`src/rtl/mul_div_unit.sv`:
```
`default_nettype none
// ============================================================================
// Module   : mul_div_unit
// Purpose  : Radix-2 sequential MULT/MULTU/DIV/DIVU unit writing HI/LO.
// Revision : 1.0 - initial release
// ============================================================================
module mul_div_unit #(
    parameter int WIDTH = 32
) (
    input  logic             clk,
    input  logic             rst_n,
    input  logic             start,
    input  logic [1:0]       op,
    input  logic [WIDTH-1:0] dataA,
    input  logic [WIDTH-1:0] dataB,
    output logic [WIDTH-1:0] hi,
    output logic [WIDTH-1:0] lo,
    output logic             busy,
    output logic             done,
    output logic             div_by_zero
);
    localparam int                 c_CNT_W    = $clog2(WIDTH + 1);
    localparam logic [c_CNT_W-1:0] c_CNT_INIT = c_CNT_W'(WIDTH);
    localparam logic [c_CNT_W-1:0] c_CNT_ONE  = c_CNT_W'(1);
    localparam logic [WIDTH-1:0]   c_ZERO     = '0;

    typedef enum logic [1:0] {
        S_IDLE   = 2'd0,
        S_RUN    = 2'd1,
        S_FINISH = 2'd2
    } state_t;

    state_t               r_state;
    logic [c_CNT_W-1:0]   r_count;
    logic                 r_isDiv;
    logic                 r_zeroDiv;
    logic                 r_negRes;
    logic                 r_negRem;
    logic [WIDTH-1:0]     r_origA;
    logic [WIDTH-1:0]     r_a;
    logic [WIDTH-1:0]     r_b;
    logic [2*WIDTH-1:0]   r_acc;

    logic                 w_negA;
    logic                 w_negB;
    logic [WIDTH-1:0]     w_magA;
    logic [WIDTH-1:0]     w_magB;
    logic [WIDTH:0]       w_mulSum;
    logic [2*WIDTH-1:0]   w_mulNext;
    logic [WIDTH:0]       w_remSh;
    logic [WIDTH:0]       w_trial;
    logic [2*WIDTH-1:0]   w_divNext;
    logic [2*WIDTH-1:0]   w_prod;
    logic [WIDTH-1:0]     w_quo;
    logic [WIDTH-1:0]     w_rem;

    // op[1] selects signed; the iterations always work on magnitudes.
    assign w_negA = op[1] & dataA[WIDTH-1];
    assign w_negB = op[1] & dataB[WIDTH-1];
    assign w_magA = w_negA ? -dataA : dataA;
    assign w_magB = w_negB ? -dataB : dataB;

    // Shift-add: multiplier sits in the low half and is consumed LSB first.
    assign w_mulSum  = {1'b0, r_acc[2*WIDTH-1:WIDTH]} + {1'b0, r_a};
    assign w_mulNext = r_acc[0] ? {w_mulSum, r_acc[WIDTH-1:1]}
                                : {1'b0, r_acc[2*WIDTH-1:1]};

    // Restoring divide; the shifted remainder needs one extra bit before the trial.
    assign w_remSh   = r_acc[2*WIDTH-1:WIDTH-1];
    assign w_trial   = w_remSh - {1'b0, r_b};
    assign w_divNext = w_trial[WIDTH] ? {w_remSh[WIDTH-1:0], r_acc[WIDTH-2:0], 1'b0}
                                      : {w_trial[WIDTH-1:0], r_acc[WIDTH-2:0], 1'b1};

    assign w_prod = r_negRes ? -r_acc : r_acc;
    assign w_quo  = r_negRes ? -r_acc[WIDTH-1:0] : r_acc[WIDTH-1:0];
    assign w_rem  = r_negRem ? -r_acc[2*WIDTH-1:WIDTH] : r_acc[2*WIDTH-1:WIDTH];

    assign busy = (r_state != S_IDLE);

    always_ff @(posedge clk or negedge rst_n) begin
        if (!rst_n) begin
            r_state     <= S_IDLE;
            r_count     <= '0;
            r_isDiv     <= 1'b0;
            r_zeroDiv   <= 1'b0;
            r_negRes    <= 1'b0;
            r_negRem    <= 1'b0;
            r_origA     <= '0;
            r_a         <= '0;
            r_b         <= '0;
            r_acc       <= '0;
            hi          <= '0;
            lo          <= '0;
            done        <= 1'b0;
            div_by_zero <= 1'b0;
        end else begin
            done <= 1'b0;
            case (r_state)
                S_IDLE: begin
                    if (start) begin
                        r_isDiv     <= op[0];
                        r_zeroDiv   <= op[0] & (dataB == c_ZERO);
                        r_negRes    <= w_negA ^ w_negB;
                        r_negRem    <= w_negA;
                        r_origA     <= dataA;
                        r_a         <= w_magA;
                        r_b         <= w_magB;
                        r_acc       <= op[0] ? {c_ZERO, w_magA} : {c_ZERO, w_magB};
                        r_count     <= c_CNT_INIT;
                        div_by_zero <= 1'b0;
                        r_state     <= S_RUN;
                    end
                end
                S_RUN: begin
                    r_acc   <= r_isDiv ? w_divNext : w_mulNext;
                    r_count <= r_count - c_CNT_ONE;
                    if (r_count == c_CNT_ONE) begin
                        r_state <= S_FINISH;
                    end
                end
                S_FINISH: begin
                    if (!r_isDiv) begin
                        {hi, lo} <= w_prod;
                    end else if (r_zeroDiv) begin
                        hi <= r_origA;
                        lo <= '1;
                    end else begin
                        hi <= w_rem;
                        lo <= w_quo;
                    end
                    div_by_zero <= r_zeroDiv;
                    done        <= 1'b1;
                    r_state     <= S_IDLE;
                end
                default: r_state <= S_IDLE;
            endcase
        end
    end
endmodule
`default_nettype wire

```
`config.mk`:
```
export PLATFORM = sky130hd
export DESIGN_NAME = mul_div_unit
export DESIGN_NICKNAME = d
export VERILOG_FILES = /design/src/rtl/mul_div_unit.sv
export SDC_FILE = /design/constraint.sdc
export NUM_CORES = 1
export LEC_CHECK = 0
export CAP_MARGIN = 0
export CELL_PAD_IN_SITES_DETAIL_PLACEMENT = 2
export CELL_PAD_IN_SITES_GLOBAL_PLACEMENT = 2
export CORE_MARGIN = 2
export CORE_UTILIZATION = 33
export CTS_CLUSTER_SIZE = 24
export DETAILED_ROUTE_END_ITERATION = 7
export GPL_TIMING_DRIVEN = 0
export PLACE_DENSITY_LB_ADDON = 0.1
export SETUP_SLACK_MARGIN = 0.1
export SLEW_MARGIN = 0
export SYNTH_ARGS = -nofsm -noshare
export SYNTH_HDL_FRONTEND = slang
export SYNTH_SLANG_ARGS = --single-unit
```
`constraint.sdc`:
```
create_clock -name clk -period 3.66 [get_ports clk]
set_input_delay 0.732 -clock clk [delete_from_list [all_inputs] [get_ports clk]]
set_output_delay 0.732 -clock clk [all_outputs]
set_load 0.01 [all_outputs]
```
# Yosys cells after proc, flatten, opt, wreduce, memory -nomap -nowiden
# Cells that the tools add are included.
# classes
addsub	8
n_eq_ne	5
muxes	23
n_bitwise	4
n_reduce_logical	9
# ops
op	count
$mux W64	5
$mux W32	9
$neg A32 Y32	4
$pmux W64 S2	1
$neg A64 Y64	1
$add A32 B32 Y33	1
$sub A33 B32 Y33	1
$logic_not A32 Y1	1
$pmux W6 S2	1
$reduce_and A2 Y1	4
$eq A6 B1 Y1 const B	1
$mux W6	1
$reduce_bool A2 Y1	3
$sub A6 B1 Y6 const B	1
$mux W2	2
$ne A2 B2 Y1 const B	2
$pmux W2 S2	1
$and A1 B1 Y1	3
$eq A2 B1 Y1 const B	1
$eq A2 B2 Y1 const B	1
$logic_not A2 Y1	1
$mux W1	2
$pmux W1 S2	1
$xor A1 B1 Y1	1
# totals
ff_bits	238
output_inout_bits	67
wordCells	63

# Longest topological paths before layout
# Gate-level depths: netlist of run 1.
# depth
ltp_word	5
mapped_depth	15
mapped_depth_nobuf	13

# Least setup slack after synthesis of run 1
# Ideal clock, no wire load.
# synth_timing
path_type	reg-to-reg
startpoint	reg r_acc[33]
endpoint	reg r_acc[60]
t_arrival_ps	3320
required_ps	3522
path_slack_ps	202
stages_incl_launch_ff	13
n_path_buf	2
cell_sequence	dfrtp_1 > ha_1 > nor2b_1 > o31ai_1 > a211oi_1 > o21ai_0 > a21oi_1 > o41ai_1 > xnor2_1 > clkbuf_1 > clkbuf_1 > mux2i_1 > o21ai_0
# synth_between
elab_chain_cells	4
word_cells_on_any_way	6
cone_classes	add/sub (2); mux (4)
# synth_rtl
item	line_no	rtl
start: declaration	42	logic [2*WIDTH-1:0] r_acc;
start signal: assignment	108	r_acc <= op[0] ? {c_ZERO, w_magA} : {c_ZERO, w_magB};
start signal: assignment	115	r_acc <= r_isDiv ? w_divNext : w_mulNext;
$sub A33 B32 Y33 or $add A32 B32 Y33 (tied branches)	70, 64	
$mux W64 (on tied branches)	71, 65	
$mux W64 *	115	
$pmux W64 S2 *	98	case (r_state)
# Every way passes the cells marked *; elsewhere a longest branch is shown, timed or not.
# A chain may end at the register's enable or synchronous reset.

# Worst setup path after layout of run 1
# layout_timing
startpoint	reg r_acc[4]
endpoint	reg hi[11]
# layout_between
elab_chain_cells	3
# layout_rtl
item	line_no	rtl
$neg A64 Y64	74	assign w_prod = r_negRes ? -r_acc : r_acc;
$mux W64	74	
$mux W32	122	if (!r_isDiv) begin
end signal: assignment	123	{hi, lo} <= w_prod;
end signal: assignment	125	hi <= r_origA;
end signal: assignment	128	hi <= w_rem;
end: declaration	16	output logic [WIDTH-1:0] hi,
# Every way passes these cells.

==> qor.csv, run 1 <==
metric,value,unit
outcome,"complete, but fails checks",
failing checks,negative setup slack,
largest cells by area after synthesis,"dfrtp_1 (34%), nand2_1 (8.0%), o21ai_0 (6.3%)",
slew margin rel.,20.03,%
worst setup path endpoint,hi[11],
Gate Count Post-Synth,2149,
Seq cells post-synth,237,
Chip Width,233.2,um
synthesized area per cell,8.066,um^2
Crit. Startpoint,r_acc[4],
maximum vdd drop,0.0005457,V
Layout Nets,2499,
Core Region,0.05161,mm^2
synthesis-to-finish area growth,26.20,%
routed len/inst,28.87,um
PwrDens,1126,mW/mm^2
H-tree depth,1,
WP data arrival,4150,ps
deepest clock path buffer count,3,
Post-Syn Area,0.01733,mm^2
number of global-route vias before repair,19445,
via count,18051,
FMAX,271.7,MHz
post-synthesis async set-or-reset flop share,100.0,%
R2R Setup Slk,-20,ps
final worst-path cycle share,100.6,%
remaining antenna violation count after routing,0,
critical path required time,4130,ps
die area,0.05437,mm^2
Pins Over Slew Limit,0,
initial antenna violation count,2,
TritonCTS Buffers,30,
Main synth FF type,dfrtp_1,
fin crit period,3681,ps
share of cells above drive strength 1,10.24,%
global-route usage over all layers,32.33,%
CTS tree,yes,
Final Util,42.38,%
most common cell in the netlist,nand2_1,
Layout Cells excl Fill,3062,
drt pass-1 iters,7,
area of the multi-input gates,0.01120,mm^2
post-synth top area share,34.22,%
r2r endpoint,hi[11],
Reg2Reg Depth,12,
largest area contributor in the netlist,dfrtp_1,
CTS root buffer,clkbuf_16,
Netlist cell types,72,
syn nets,2290,
first-pass GRT wire length,129300,um
Final GP Congestion,0.9750,
Die Ht,233.2,um
DP Cell Count,2964,
HP Class,primary input to async pin,
drt drc,0,
total of max-cap violations,0,
clk sinks,237,
clk_lat worst skew,630,ps
"Hold Vio Cnt, Final",0,
RSZ-0062 raised after global routing,yes,
"Reg clk slew, reported paths",60,ps
Critical Path End Type,flop,
type of origin of the critical path,flop,
WL final,88400,um
worst reg2reg path startpoint,r_acc[4],
Setup-failing EPs final,1,
Worst Max-Slew Pin Slew,1200,ps
Static Leakage,8.955,nW
vias per cell,5.895,
skew final,29.59,ps
"Seq/Total Area, Yosys",34.22,%
crit-path max FO,5,
Starting Density,33.58,%
# diodes,0,
most frequent cells after synthesis,"nand2_1 (368), dfrtp_1 (237), o21ai_0 (218)",
Post-synth EDFFs,0,
sequential cell area,0.005947,mm^2
# port buffers,133,
largest net degree at the start of global routing,91,
Crit Path Category,flop to flop,
FP Rows,83,
fill cell count,5728,
dpl ws,-2047,ps
Initial DRC Count,1196,
num ports,136,
hpwl dp,67890,um
final worst setup slack,-20.58,ps
Ys Warns,0,
total grt overflow,0,
registers in the layout (all words and copies together) (netlist names):
register	cells
r_negRes	1
done	1
r_state	2
r_origA	32
r_acc	64
hi	32
r_isDiv	1
div_by_zero	1
lo	32
r_count	6
r_zeroDiv	1
r_b	32
r_a	31
r_negRem	1
how the worst min path moves through the flow:
stage / cells past startpoint / startpoint / endpoint
after floorplan: 0 / rst_n / div_by_zero
after global placement: 1 / hi[24] / hi[24]
after detailed placement: 2 / r_origA[12] / r_origA[12]
after CTS: 1 / rst_n / r_acc[55]
after global routing: 1 / rst_n / r_acc[55]
final: 1 / rst_n / r_acc[55]
timing repair:
item                                    4_1_cts  5_1_grt
endpoints found under the setup margin      100       72
pin swaps                                    17       28
cloned                                        2        0
setup buffers                                31       13
gates resized for setup                     117       79
hold buffers                                  0        0
per-layer routing:
layer | GRT usage (%) | up-vias | wire length [um]
li1 | - | 8003 | -
met1 | 43.04 | 9353 | 38870
met2 | 53.76 | 535 | 41750
met3 | 3.369 | 160 | 3996
met4 | 12.62 | 0 | 3786
met5 | 0 | - | 0
logic make-up (layout without fill, tap and decap cells):
| family | Yosys count | count (layout) | synth area share (%) |
|---|---|---|---|
| adders and majority gates | 72 | 72 | 5.284 |
| xor gates and xnor gates | 204 | 204 | 10.31 |
| buffers and inverters | 219 | 452 | 4.800 |
| and+or+nand+nor | 695 | 695 | 18.00 |
| AOI/OAI and AO/OA | 629 | 629 | 21.98 |
| DFF | 237 | 237 | 34.22 |
| muxes | 93 | 93 | 5.414 |
cell usage in the layout, fill, tap and decap left out, types with 17 or more instances in the layout:
master and count:
a211oi_1 24, a21o_1 24, a21oi_1 166, a31oi_1 27, buf_1 21, buf_4 40, clkbuf_1 116, clkbuf_16 30
clkdlybuf4s50_1 131, dfrtp_1 226, ha_1 63, inv_1 58, mux2i_1 86, nand2_1 367, nand2b_1 20, nand3_1 32
nor2_1 116, nor3_1 26, o21ai_0 197, o21ai_1 17, o31ai_1 22, xnor2_1 105, xor2_1 85
cell type report:
type,instances,share of cell area (%)
well taps,680,3.890
clock buffers,40,3.878
multi-input cells,1693,51.20
repair buffers,181,8.214
plain buffers,147,2.894
flip-flops and latches,237,27.19
clock inverters,16,1.544
inverters,68,1.196
worst max-delay path: stages, from the launching register on:
cell and delay, ps:
dfrtp_2 420, or4_4 550, or4_4 440, or4_4 430, buf_6 130, or4_4 470, or2_4 260, buf_6 140
o21ai_2 120, xor2_1 170, nor2_1 70, a21oi_2 220, o21ai_1 100
stage by stage:
step	power [W]	TNS (ps)	hold WS [ps]	area, um^2
4_1_cts	0.02389	-523.5	149.2	21430
2_1_floorplan	0.01375	0	436.4	17330
3_5_place_dp	0.01910	-104060	463.6	19580
6_report	0.02464	-20.58	96.56	21870
3_3_place_gp	0.01862	-2280590	460.0	19520
5_1_grt	0.02613	-399.3	174.5	21870
power breakdown:
group	leakage [nW]	total, W	internal, W	switching, W
clock network	0.568	0.00360	0.00226	0.00134
registers	2.87	0.00502	0.00374	0.00128
logic	5.51	0.0160	0.00621	0.00981
total	8.96	0.0246	0.0122	0.0124
Note: power is estimated with default switching activity, not from simulation.
==> run 2, diff against run 1 <==
- SETUP_SLACK_MARGIN: 0.1 -> default
==> qor.csv, run 2 (synthesis gave the netlist of run 1 again) <==
metric,value,unit
outcome,completed,
most frequent cells in the layout,"nand2_1 (368), dfrtp_1 (228), o21ai_0 (196), a21oi_1 (168), clkdlybuf4s50_1 (132)",
total grt overflow,0,
Final Util,41.78,%
# port buffers,133,
hold-fix buffers at CTS,0,
hold slack final,101.6,ps
max reg flops,64,
critical path cell sequence,or4_4 > or4_4 > or4_4 > or4_4 > or2_4 > buf_8 > o21ai_2 > xor2_1 > nor2_1 > a21oi_2 > o21ai_1,
crit-path max FO,5,
"Slowest-stage cell, CP",or4_4,
Crit Path Category,flop to flop,
drt drc,0,
# diodes,0,
H-tree depth,1,
"Reg clk slew, reported paths",60,ps
hpwl dp,67890,um
CTS tree,yes,
Setup-failing EPs final,0,
vias per cell,5.885,
"Hold Vio Cnt, Final",0,
largest net degree at the start of global routing,91,
FMAX,277.8,MHz
num ports,136,
CTS root buffer,clkbuf_16,
first-pass GRT wire length,129000,um
Area after DPL,0.01958,mm^2
Starting Density,33.58,%
clk_lat worst skew,630,ps
final worst-path cycle share,98.35,%
drt pass-1 iters,5,
fin area,0.02157,mm^2
die area,0.05437,mm^2
Chip Width,233.2,um
fin crit period,3600,ps
Largest Register,r_acc,
slew margin rel.,21.65,%
Worst Max-Slew Pin Slew,1175,ps
initial antenna violation count,2,
TritonCTS Buffers,30,
PwrDens,1118,mW/mm^2
type of origin of the critical path,flop,
Critical Path End Type,flop,
WP data arrival,4070,ps
maximum vdd drop,0.0005469,V
global-route usage over all layers,32.26,%
Layout Nets,2488,
Final GP Congestion,0.9750,
Die Ht,233.2,um
aggregate negative setup slack,0,ps
number of global-route vias before repair,19450,
WL final,88200,um
Static Leakage,8.853,nW
share of cells above drive strength 1,8.140,%
synthesis-to-finish area growth,24.42,%
critical path required time,4130,ps
routed len/inst,28.91,um
Initial DRC Count,1277,
remaining antenna violation count after routing,0,
HP Class,primary input to async pin,
Core Region,0.05161,mm^2
Crit path largest cell delay,550,ps
FP Rows,83,
RSZ-0062 raised after global routing,yes,
clk sinks,237,
"Top cell by count, worst path",or4_4,
total of max-cap violations,0,
skew final,31.40,ps
Pins Over Slew Limit,0,
deepest clock path buffer count,3,
"commonest non-fill, non-tap cell in the layout",nand2_1,
via count,17954,
fill cell count,5758,
==> run 2: critical path, delay by kind of cell, from the launching register on <==
family	cells	cell delay [ps]
compound gates	3	450
xor+xnor	1	160
flops	1	420
buf+inv	1	140
simple gates	6	2270
==> run 2: repair_timing <==
item / in CTS / in global routing
setup buffers: 22 / 15
cloned: 1 / 0
pin swaps: 12 / 18
endpoints found under the setup margin: 97 / 71
gates resized for setup: 97 / 34
==> run 2: per-stage QoR <==
step / total power [W] / std cells / setup WS [ps]
after detailed placement: 0.01910 / 2964 / -2047
after floorplan: 0.01375 / 2149 / 201.5
final: 0.02412 / 3051 / 60.40
after global placement: 0.01862 / 2962 / -9251
after CTS: 0.02371 / 3040 / -111.9
after global routing: 0.02558 / 3051 / -72.03
==> run 2: area by class of cell <==
class / instances / area [um^2] / share of cell area, %
plain buffers: 144 / 613.1 / 2.843
clock buffers: 40 / 848.3 / 3.934
clock inverters: 16 / 337.8 / 1.566
inverters: 68 / 255.2 / 1.184
multi-input cells: 1693 / 10990 / 50.97
flip-flops and latches: 237 / 5944 / 27.56
well taps: 680 / 850.8 / 3.945
repair buffers: 173 / 1724 / 7.995
==> run 2: where the power goes <==
| part | switching (W) | total (W) | internal, W | leakage, nW |
|---|---|---|---|---|
| logic | 0.00963 | 0.0155 | 0.00589 | 5.41 |
| clock network | 0.00133 | 0.00359 | 0.00226 | 0.568 |
| registers | 0.00126 | 0.00500 | 0.00374 | 2.87 |
==> run 2: worst paths after layout <==
| kind | from | end | slack [ps] | depth (start not counted) |
|---|---|---|---|---|
| min | rst_n | r_acc[55] | 100 | 1 |
| max in group asynchronous | rst_n | r_acc[0] | 2590 | 2 |
| min in group clk | hi[22] | hi[22] | 480 | 2 |
| min reg2reg | hi[22] | hi[22] | 480 | 2 |
| max reg2reg | r_acc[4] | hi[11] | 60 | 11 |
| max | r_acc[4] | hi[11] | 60 | 11 |
==> run 2: metal layers <==
layer / wire length, um / GRT usage (%) / share of wire (%)
met5: 0 / 0 / 0
met1: 38800 / 42.71 / 44
met2: 41650 / 53.67 / 47
met3: 3857 / 3.638 / 4.4
met4: 3888 / 12.70 / 4.4
==> run 3, diff against run 2 <==
- CORE_MARGIN: 2 -> 3
==> qor.csv, run 3 (synthesis gave the netlist of run 1 again) <==
metric,value,unit
worst reg2reg path startpoint,r_isDiv,
skew final,17.07,ps
Reg2Reg Depth,7,
sequential cell area,0.005943,mm^2
critical path required time,4150,ps
worst setup path endpoint,hi[2],
via count,17804,
fin crit period,3634,ps
RSZ-0062 raised after global routing,yes,
Critical Path End Type,flop,
total grt overflow,0,
deepest clock path buffer count,3,
initial antenna violation count,5,
largest net degree at the start of global routing,111,
global-route usage over all layers,30.68,%
Pins Over Slew Limit,0,
"Reg clk slew, reported paths",60,ps
routed len/inst,28.63,um
H-tree depth,1,
drt drc,0,
maximum vdd drop,0.0006450,V
critical path cell sequence,clkbuf_1 > clkbuf_1 > clkbuf_1 > clkbuf_1 > a21oi_1 > o21ai_0 > nand2_1,
# port buffers,133,
drt pass-1 iters,7,
num ports,136,
Die Ht,235.2,um
Setup-failing EPs final,0,
Core Region,0.05161,mm^2
final worst-path cycle share,99.30,%
Starting Density,33.58,%
die area,0.05531,mm^2
TritonCTS Buffers,31,
total of max-cap violations,0,
Layout Nets,2477,
worst path buffer plus inverter count,4,
Crit Path Category,flop to flop,
number of global-route vias before repair,19134,
Initial DRC Count,1306,
Crit. Startpoint,r_isDiv,
hold-fix buffers at CTS,0,
crit-path max FO,10,
most frequent cells in the layout,"nand2_1 (367), dfrtp_1 (229), o21ai_0 (197), a21oi_1 (168), clkdlybuf4s50_1 (132)",
clk_lat worst skew,620,ps
vias per cell,5.853,
CP Depth,7,
CTS tree,yes,
CTS root buffer,clkbuf_16,
type of origin of the critical path,flop,
fill cell count,5843,
WP data arrival,4120,ps
r2r endpoint,hi[2],
HP Class,primary input to async pin,
remaining antenna violation count after routing,0,
outcome,completed,
share of cells above drive strength 1,7.751,%
hpwl dp,67670,um
Top Family by Delay on Critical Path,buffers and inverters,
PwrDens,1101,mW/mm^2
clk sinks,237,
Largest Register,r_acc,
Static Leakage,8.732,nW
aggregate negative setup slack,0,ps
slew margin rel.,21.20,%
max reg flops,64,
synthesis-to-finish area growth,23.05,%
total power,0.02349,W
"Hold Vio Cnt, Final",0,
FP Rows,83,
R2R Setup Slk,30,ps
"commonest non-fill, non-tap cell in the layout",nand2_1,
first-pass GRT wire length,128600,um
WL final,87090,um
Worst Max-Slew Pin Slew,1182,ps
FMAX,275.1,MHz
hold slack final,22.61,ps
Chip Width,235.2,um
Final GP Congestion,0.9856,
"Slowest-stage cell, CP",clkbuf_1,
"Top cell by count, worst path",clkbuf_1,
area of the multi-input gates,0.01098,mm^2
Crit path largest cell delay,920,ps
-- run 3: cell count changes in the layout (fill, tap and decap cells not counted), sizes merged --
cell and delta:
clkinv +3, bufinv -5, diode +1, clkbuf +2
inv +1, buf -11
-- run 3: how the worst min path moves through the flow --
stage	endpoint	slack, ps	depth (start not counted)	start
2_1_floorplan	div_by_zero	440	0	rst_n
6_report	r_acc[60]	20	1	rst_n
3_3_place_gp	hi[24]	460	1	hi[24]
4_1_cts	r_acc[48]	40	1	rst_n
5_1_grt	r_acc[55]	70	1	rst_n
3_5_place_dp	hi[3]	470	2	hi[3]
-- run 3: area by class of cell --
| type | count | area share [%] |
|---|---|---|
| Multi-Input combinational cell | 1693 | 51.46 |
| Sequential cell | 237 | 27.87 |
| Timing Repair Buffer | 161 | 7.503 |
| Clock buffer | 43 | 4.177 |
| Tap cell | 680 | 3.989 |
| Buffer | 144 | 2.869 |
| Inverter | 68 | 1.197 |
| Clock inverter | 15 | 0.9269 |
| Antenna cell | 1 | 0.01173 |
-- run 3: timing repair --
item,4_1_cts,5_1_grt
setup buffers,17,8
cloned,1,0
resized for setup,88,41
setup endpoints to repair,97,73
pin swaps,12,18
-- run 3: through the flow --
stage               utilization (%)  cell area (um^2)  std cells  setup slack (ps)
detailed placement            37.93             19580       2964             -2155
global route                  41.32             21330       3041            -30.56
finish                        41.32             21330       3042             25.56
global placement              37.81             19520       2962             -9293
CTS                           40.92             21120       3038            -73.32
floorplan                         -             17330       2149             201.5
-- run 3: metal layers --
metal	up-vias	track usage [%]	wire, um
met4	2	7.939	2684
met5	-	0	13
li1	7935	-	-
met1	9184	40.82	37550
met3	124	4.827	5377
met2	559	52.02	41470
-- run 3: power by group --
part | switching (W) | internal [W]
Clock | 0.00135 | 0.00198
Combinational | 0.00947 | 0.00569
Sequential | 0.00127 | 0.00374
-- run 3: worst reg2reg max path, delay by kind of cell (launching register included) --
family | cells | cell delay [ps]
and+or+nand+nor | 1 | 90
AOI/OAI and AO/OA | 2 | 340
DFF | 1 | 320
buffers and inverters | 4 | 2750
